File: src/rtl/lc3_writeback.sv
// LC3 writeback stage: 8x16 register file, NZP condition codes, two async read ports.
// Optional macro WRITEBACK_BYPASS_EN forwards same-cycle write data onto the read ports.
module lc3_writeback (
  input  logic        clock,
  input  logic        reset,
  input  logic        enable_writeback,
  input  logic [1:0]  W_Control,
  input  logic [15:0] aluout,
  input  logic [15:0] memout,
  input  logic [15:0] pcout,
  input  logic [2:0]  dr,
  input  logic [2:0]  sr1,
  input  logic [2:0]  sr2,
  output logic [15:0] VSR1,
  output logic [15:0] VSR2,
  output logic [2:0]  psr
);

  logic [15:0] regfile [8];
  logic [15:0] dr_in;
  logic        write_en;
  logic [2:0]  next_psr;

  always_comb begin
    dr_in = aluout;
    case (W_Control)
      2'd0:    dr_in = aluout;
      2'd1:    dr_in = memout;
      2'd2:    dr_in = pcout;
      default: dr_in = aluout;
    endcase
  end

  // Source select 3 is reserved and simply suppresses the commit.
  assign write_en = enable_writeback && (W_Control != 2'd3);

  always_comb begin
    if (dr_in[15])
      next_psr = 3'b100;
    else if (dr_in == 16'h0000)
      next_psr = 3'b010;
    else
      next_psr = 3'b001;
  end

  always_ff @(posedge clock) begin
    if (reset) begin
      for (int i = 0; i < 8; i++)
        regfile[i] <= 16'h0000;
      psr <= 3'b000;
    end else if (write_en) begin
      regfile[dr] <= dr_in;
      psr         <= next_psr;
    end
  end

`ifdef WRITEBACK_BYPASS_EN
  // Forward the in-flight result so execute sees it without waiting an edge.
  always_comb begin
    VSR1 = regfile[sr1];
    VSR2 = regfile[sr2];
    if (write_en && (sr1 == dr))
      VSR1 = dr_in;
    if (write_en && (sr2 == dr))
      VSR2 = dr_in;
  end
`else
  assign VSR1 = regfile[sr1];
  assign VSR2 = regfile[sr2];
`endif

endmodule

File: config.mk
export PLATFORM = sky130hd
export DESIGN_NAME = lc3_writeback
export DESIGN_NICKNAME = d
export VERILOG_FILES = /design/src/rtl/lc3_writeback.sv
export SDC_FILE = /design/constraint.sdc
export NUM_CORES = 1
export LEC_CHECK = 0
export ABC_CLOCK_PERIOD_IN_PS = 2900
export CORE_MARGIN = 4
export CORE_UTILIZATION = 55
export CTS_BUF_LIST = sky130_fd_sc_hd__clkbuf_16
export DETAILED_ROUTE_END_ITERATION = 16
export PLACE_DENSITY = 0.8
export SYNTH_ARGS = -nofsm -noshare
export SYNTH_HDL_FRONTEND = slang
export SYNTH_SLANG_ARGS = --single-unit
File: constraint.sdc
create_clock -name clock -period 2.9 [get_ports clock]
set_input_delay 0.58 -clock clock [delete_from_list [all_inputs] [get_ports clock]]
set_output_delay 0.58 -clock clock [all_outputs]
set_load 0.01 [all_outputs]
# [Yosys cells after proc, flatten, opt, wreduce, memory -nomap -nowiden]
# Memory sizes are Yosys's and may differ from the RTL's.
# Index checks and enable logic that the tools add are counted.
# W data, S select, Z words.
[totals] ff_bits=3 latch_bits=0 mem_bits_rw=128 romBits=0 input_bits=62 out_inout_bits=35 wordCells=19 mem_count=1
[memory_table] memory="regfile" depth=8 word_bits=16 rd=2 rd_clocked_by_memory_dff=0 wr=8 line_no="19" rtl="logic [15:0] regfile [8];"
[classes] n_addsub=0 mul=0 div_mod_pow=0 n_lt_le_gt_ge=0 eq_ne=3 n_shift=0 n_mux=11 bitwise=0 n_reduce_logical=3
[op_table] op="$pmux W16 S2" n=1
[op_table] op="$logic_not A16 Y1" n=1
[op_table] op="$mux W16" n=1
[op_table] op="$reduce_or A16 Y1" n=1
[op_table] op="$mux W1" n=6
[op_table] op="$mux W3" n=2
[op_table] op="$eq A2 B1 Y1 const B" n=1
[op_table] op="$eq A2 B2 Y1 const B" n=1
[op_table] op="$mux W2" n=1
[op_table] op="$ne A2 B2 Y1 const B" n=1
[op_table] op="$logic_and A1 B1 Y1" n=1

# [Longest topological paths before layout]
# Gate-level depths: netlist of the first run.
[logic_depth] depth_word=7 depth_mapped=9 mapped_depth_nobuf=7

# [Worst setup path after synthesis of the first run]
# OpenSTA, ideal clock, no wires.
[synth_path] path_kind="input-to-reg" from="input port W_Control[0]" to="register psr[0]" setup_ns=0.117 arrival_time_ns=2.462 t_required_ns=2.783 path_slack_ns=0.320 cell_stages=9 n_path_buf=2 path_cell_list="inv_1 -> ha_1 -> buf_6 -> buf_4 -> a221o_1 -> o21ai_4 -> nand4_2 -> or4_1 -> a32o_2"
[synth_between] elab_chain_cells=5 elab_cells_between_ends=8 cone_classes="3 x eq/ne; 3 x mux; 2 x reduce/logical"
[synth_lines] item="from (decl)" line_no="7" rtl="input logic [1:0] W_Control,"
[synth_lines] item="$eq A2 B2 Y1 / $eq A2 B1 Y1 (equally long branches)" line_no="26" rtl="case (W_Control)"
[synth_lines] item="$pmux W16 S2" line_no="26"
[synth_lines] item="$logic_not A16 Y1" line_no="40" rtl="else if (dr_in == 16'h0000)"
[synth_lines] item="$mux W2" line_no="40"
[synth_lines] item="$mux W3" line_no="38" rtl="if (dr_in[15])"
[synth_lines] item="to (signal assigned)" line_no="53" rtl="psr <= next_psr;"
[synth_lines] item="to (decl)" line_no="16" rtl="output logic [2:0] psr"
# Parallel ways exist; a longest one is shown, timed or not.
# A chain may end at the register's enable or synchronous reset.

# [Worst setup path after layout of the first run]
[layout_path] from="input port sr2[0]" to="output port VSR2[0]"
[layout_between] elab_chain_cells=1
[layout_lines] item="from (decl)" line_no="13" rtl="input logic [2:0] sr2,"
[layout_lines] item="$mem_v2 Z8 W16"
[layout_lines] item="to (decl)" line_no="15" rtl="output logic [15:0] VSR2,"
# Every way passes these cells.

==> results of run 1 <==
metrics by stage:
step                instance area [um2]  TNS, ns  hold slack, ns  total power [mW]  util, %
CTS                                9200        0           0.488              5.50     75.3
detailed placement                 8510    -3.92           0.465              3.25     69.7
finish                             9250        0           0.499              5.51     75.7
global placement                   8510    -3.37           0.462              3.21     69.7
floorplan                          6960        0           0.483              2.78        -
global route                       9250        0           0.520              5.66     75.7
cell usage after synthesis:
| cell | instances | area, um2 |
|---|---|---|
| sky130_fd_sc_hd__clkbuf_1 | 21 | 78.8 |
| sky130_fd_sc_hd__or4_1 | 1 | 7.51 |
| sky130_fd_sc_hd__nand3_1 | 2 | 10.0 |
| sky130_fd_sc_hd__buf_4 | 1 | 7.51 |
| sky130_fd_sc_hd__buf_8 | 1 | 15.0 |
| sky130_fd_sc_hd__ha_1 | 3 | 37.5 |
| sky130_fd_sc_hd__o21ai_4 | 1 | 16.3 |
| sky130_fd_sc_hd__nor2b_1 | 3 | 18.8 |
| sky130_fd_sc_hd__nor2_1 | 132 | 495 |
| sky130_fd_sc_hd__buf_2 | 6 | 30.0 |
| sky130_fd_sc_hd__o21ai_2 | 14 | 123 |
| sky130_fd_sc_hd__a221o_2 | 10 | 113 |
| sky130_fd_sc_hd__nand2b_1 | 9 | 56.3 |
| sky130_fd_sc_hd__inv_1 | 2 | 7.51 |
| sky130_fd_sc_hd__buf_12 | 1 | 20.0 |
| sky130_fd_sc_hd__nand2_1 | 8 | 30.0 |
| sky130_fd_sc_hd__a32o_2 | 1 | 11.3 |
| sky130_fd_sc_hd__edfxtp_1 | 128 | 3840 |
| sky130_fd_sc_hd__nand4_1 | 3 | 18.8 |
| sky130_fd_sc_hd__nand4_2 | 1 | 12.5 |
| sky130_fd_sc_hd__and2_1 | 1 | 6.26 |
| sky130_fd_sc_hd__buf_6 | 4 | 45.0 |
| sky130_fd_sc_hd__a21oi_1 | 1 | 5.00 |
| sky130_fd_sc_hd__mux2_2 | 32 | 360 |
| sky130_fd_sc_hd__o21ai_0 | 2 | 10.0 |
| sky130_fd_sc_hd__nor3_1 | 1 | 5.00 |
| sky130_fd_sc_hd__buf_1 | 2 | 7.51 |
| sky130_fd_sc_hd__mux4_2 | 64 | 1440 |
| sky130_fd_sc_hd__dfxtp_1 | 3 | 60.1 |
| sky130_fd_sc_hd__clkinv_4 | 1 | 8.76 |
| sky130_fd_sc_hd__a221o_1 | 6 | 60.1 |
worst max-delay path: stages:
cell	delay (ns)
sky130_fd_sc_hd__buf_4	0.19
sky130_fd_sc_hd__buf_12	0.17
sky130_fd_sc_hd__mux4_2	0.54
sky130_fd_sc_hd__mux2_2	0.29
sky130_fd_sc_hd__clkdlybuf4s50_1	0.50
kinds of logic after synthesis:
group,synth area share [%]
AO/OA/AOI/OAI,4.85
buffers and inverters,3.16
adder cells (fa/ha/maj),0.539
multiplexers,25.9
AND/OR/NAND/NOR,9.49
flip-flops,56.1
cell usage in the layout, fill, tap and decap left out, drive strengths merged:
cell,count
edfxtp,128
dlymetal6s2s,1
or4,1
mux4,64
o21ai,17
bufbuf,2
inv,2
clkdlybuf4s50,91
nand3,2
nand4,4
nand2,8
clkbuf,20
clkinvlp,7
nor3,1
clkinv,5
mux2,32
nor2,132
and2,1
dfxtp,3
a32o,1
nand2b,9
bufinv,4
clkdlybuf4s15,1
ha,3
nor2b,3
a21oi,1
buf,53
a221o,16
worst min path at each step:
| stage | start | to | cells after the start |
|---|---|---|---|
| 2_1_floorplan | psr[1]$_SDFFE_PP0N_ | psr[1]$_SDFFE_PP0N_ | 2 |
| 6_report | psr[2]$_SDFFE_PP0N_ | psr[2]$_SDFFE_PP0N_ | 2 |
| 3_5_place_dp | psr[1]$_SDFFE_PP0N_ | psr[1]$_SDFFE_PP0N_ | 2 |
| 5_1_grt | psr[0]$_SDFFE_PP0N_ | psr[0]$_SDFFE_PP0N_ | 1 |
| 3_3_place_gp | psr[1]$_SDFFE_PP0N_ | psr[1]$_SDFFE_PP0N_ | 2 |
| 4_1_cts | psr[1]$_SDFFE_PP0N_ | psr[1]$_SDFFE_PP0N_ | 2 |
cell type report:
type / instances / area [um2] / area share (%)
flip-flops and latches: 131 / 3900 / 42.2
repair buffers: 151 / 1660 / 18.0
multi-input cells: 295 / 2840 / 30.7
well taps: 168 / 210 / 2.27
clock inverters: 15 / 190 / 2.06
inverters: 3 / 16.3 / 0.176
clock buffers: 17 / 425 / 4.60
state kept, by name (all words and copies together) (netlist names):
register,flops
regfile,128
psr,3
power by group:
group          internal [mW]  switching (mW)
Combinational          0.555           0.442
Sequential              2.20          0.0685
Clock                   1.43           0.818
Total                   4.18            1.33
routing by layer:
| layer | global-route usage, % | vias to the layer above | share of wire (%) |
|---|---|---|---|
| met1 | 35.2 | 2513 | 33 |
| li1 | - | 2090 | - |
| met2 | 51.2 | 446 | 51 |
| met5 | 0 | - | 0 |
| met4 | 13.9 | 0 | 4.4 |
| met3 | 8.00 | 70 | 12 |
what timing repair did:
item / CTS / global route
gates resized for setup: 5 / 4
cloned: 2 / 2
endpoints found under the setup margin: 32 / 10
pin swaps: 0 / 0
==> flow_summary_export.csv, run 1 <==
group,metric,value,unit
floorplanning,start_util,57.0,%
setup_path,crit_path_end,"VSR2[0]",
global_route,pin_count_of_the_biggest_net_entering_global_routing,18,
placement,placed_cells,744,
cells_and_area,syn_to_final_growth,32.8,%
setup_path,crit-reg2reg-launch,"psr[0]$_SDFFE_PP0N_",
route,route.detailed.vias_per_inst,6.56,
synthesis,synth_nets,530,
job,maxCapViolCount,0,
route,wl,20.9,mm
placement,placement.io_buffers,96,
route,detail_route.first_pass.iterations,7,
cells_and_area,fill_cells,718,
placement,hpwl,11.9,mm
sta,final_critical_path_setup_slack,0.0382,ns
floorplanning,die-area,14500,um2
placement,place_worst_setup_slack,-0.266,ns
cts,ctsHoldBuffers,0,
global_route,total_global_routing_track_utilization,29.9,%
global_route,first_global_vias,5465,
placement,place_congestion,0.821,
sta,timing.final.crit_share,98.7,%
cells_and_area,antenna_cells,0,
global_route,grt_pass1_wl,31.5,mm
cells_and_area,drive_gt1_share,34.8,%
floorplanning,dieHeight,121,um
cts,h-tree-depth,4,
cts,clkTransAtPathRegs,0.06,ns
floorplanning,num_io_pins,97,
power,power-per-cell-area,596,nW/um2
route,total_via_count_in_the_routed_design,5119,
global_route,sum_of_overflow_across_all_layers_after_global_routing,0,
hold_path,timing.hold.worst.class,"register to register",
route,post_detailed_route_drc_marker_count,0,
sta,final-hold-violation-count,0,
cts,clock_tree_from_tritoncts,"yes",
setup_path,worst_setup_path_startpoint,"sr2[0]",
power,max-vdd-ir-drop,0.000506,V
cells_and_area,finish.net_count,664,
sta,clock_skew,0,ns
setup_path,startpoint_type,"input pin",
synthesis,synth.ff_latch_count,131,
sta,timing_max_transition_violations_final,0,
setup_path,worst-setup-path-type,"input pin to primary output",
synthesis,total_number_of_yosys_warnings,0,
cts,max-clock-path-buffers,2,
cts,cts.sinks,131,
floorplanning,design.core.area,12200,um2
setup_path,regToRegEndpoint,"psr[0]$_SDFFE_PP0N_",
global_route,grt_antenna_before_repair,0,
setup_path,critical_path_peak_fanout,7,
sta,period_needed,2.86,ns
synthesis,mappedNetlistArea,6960,um2
setup_path,worst-r2r-cell-count,1,
synthesis,synth-seq-area-share,56.1,%
setup_path,cp-end-kind,"primary output",
sta,fmax,349,MHz
setup_path,arrival_time_reported_for_the_critical_path_endpoint,2.28,ns
cts,tritoncts.num_buffers,17,
cts,clockRootBuffer,"sky130_fd_sc_hd__clkbuf_16",
sta,relSlewSlack,66.0,%
setup_path,crit_required,2.32,ns
setup_path,r2r_slack,2.24,ns
route,final_antenna_net_count,0,
synthesis,synthDistinctLibCells,31,
route,avgRoutedWirePerCell,26.7,um
cts,post-cts-setup-buffer-count,0,
route,initialDrtViolationCount,619,
synthesis,avgSynthCellArea,15.0,um2
cts,clock_insertion_delay_worst_skew,0.41,ns
floorplanning,die_w,121,um
floorplanning,core.rowCount,40,
sta,setup_repair_after_global_routing_missed_its_margin,"false",
synthesis,syn_inst,465,
status,result_of_the_run,"finished, final reports clean",
cells_and_area,post_layout_nonfiller_instances,780,
power,power.static_leakage,3.22,nW
sta,tightest_slew,0.509,ns
sta,finalSetupViolations,0,
Power figures use the tool's default switching activity.
==> run 2, diff against run 1 <==
ABC_CLOCK_PERIOD_IN_PS = not set   (was 2900)
==> results of run 2 <==
The final DEF is identical to that of run 1; final timing and power are the same.
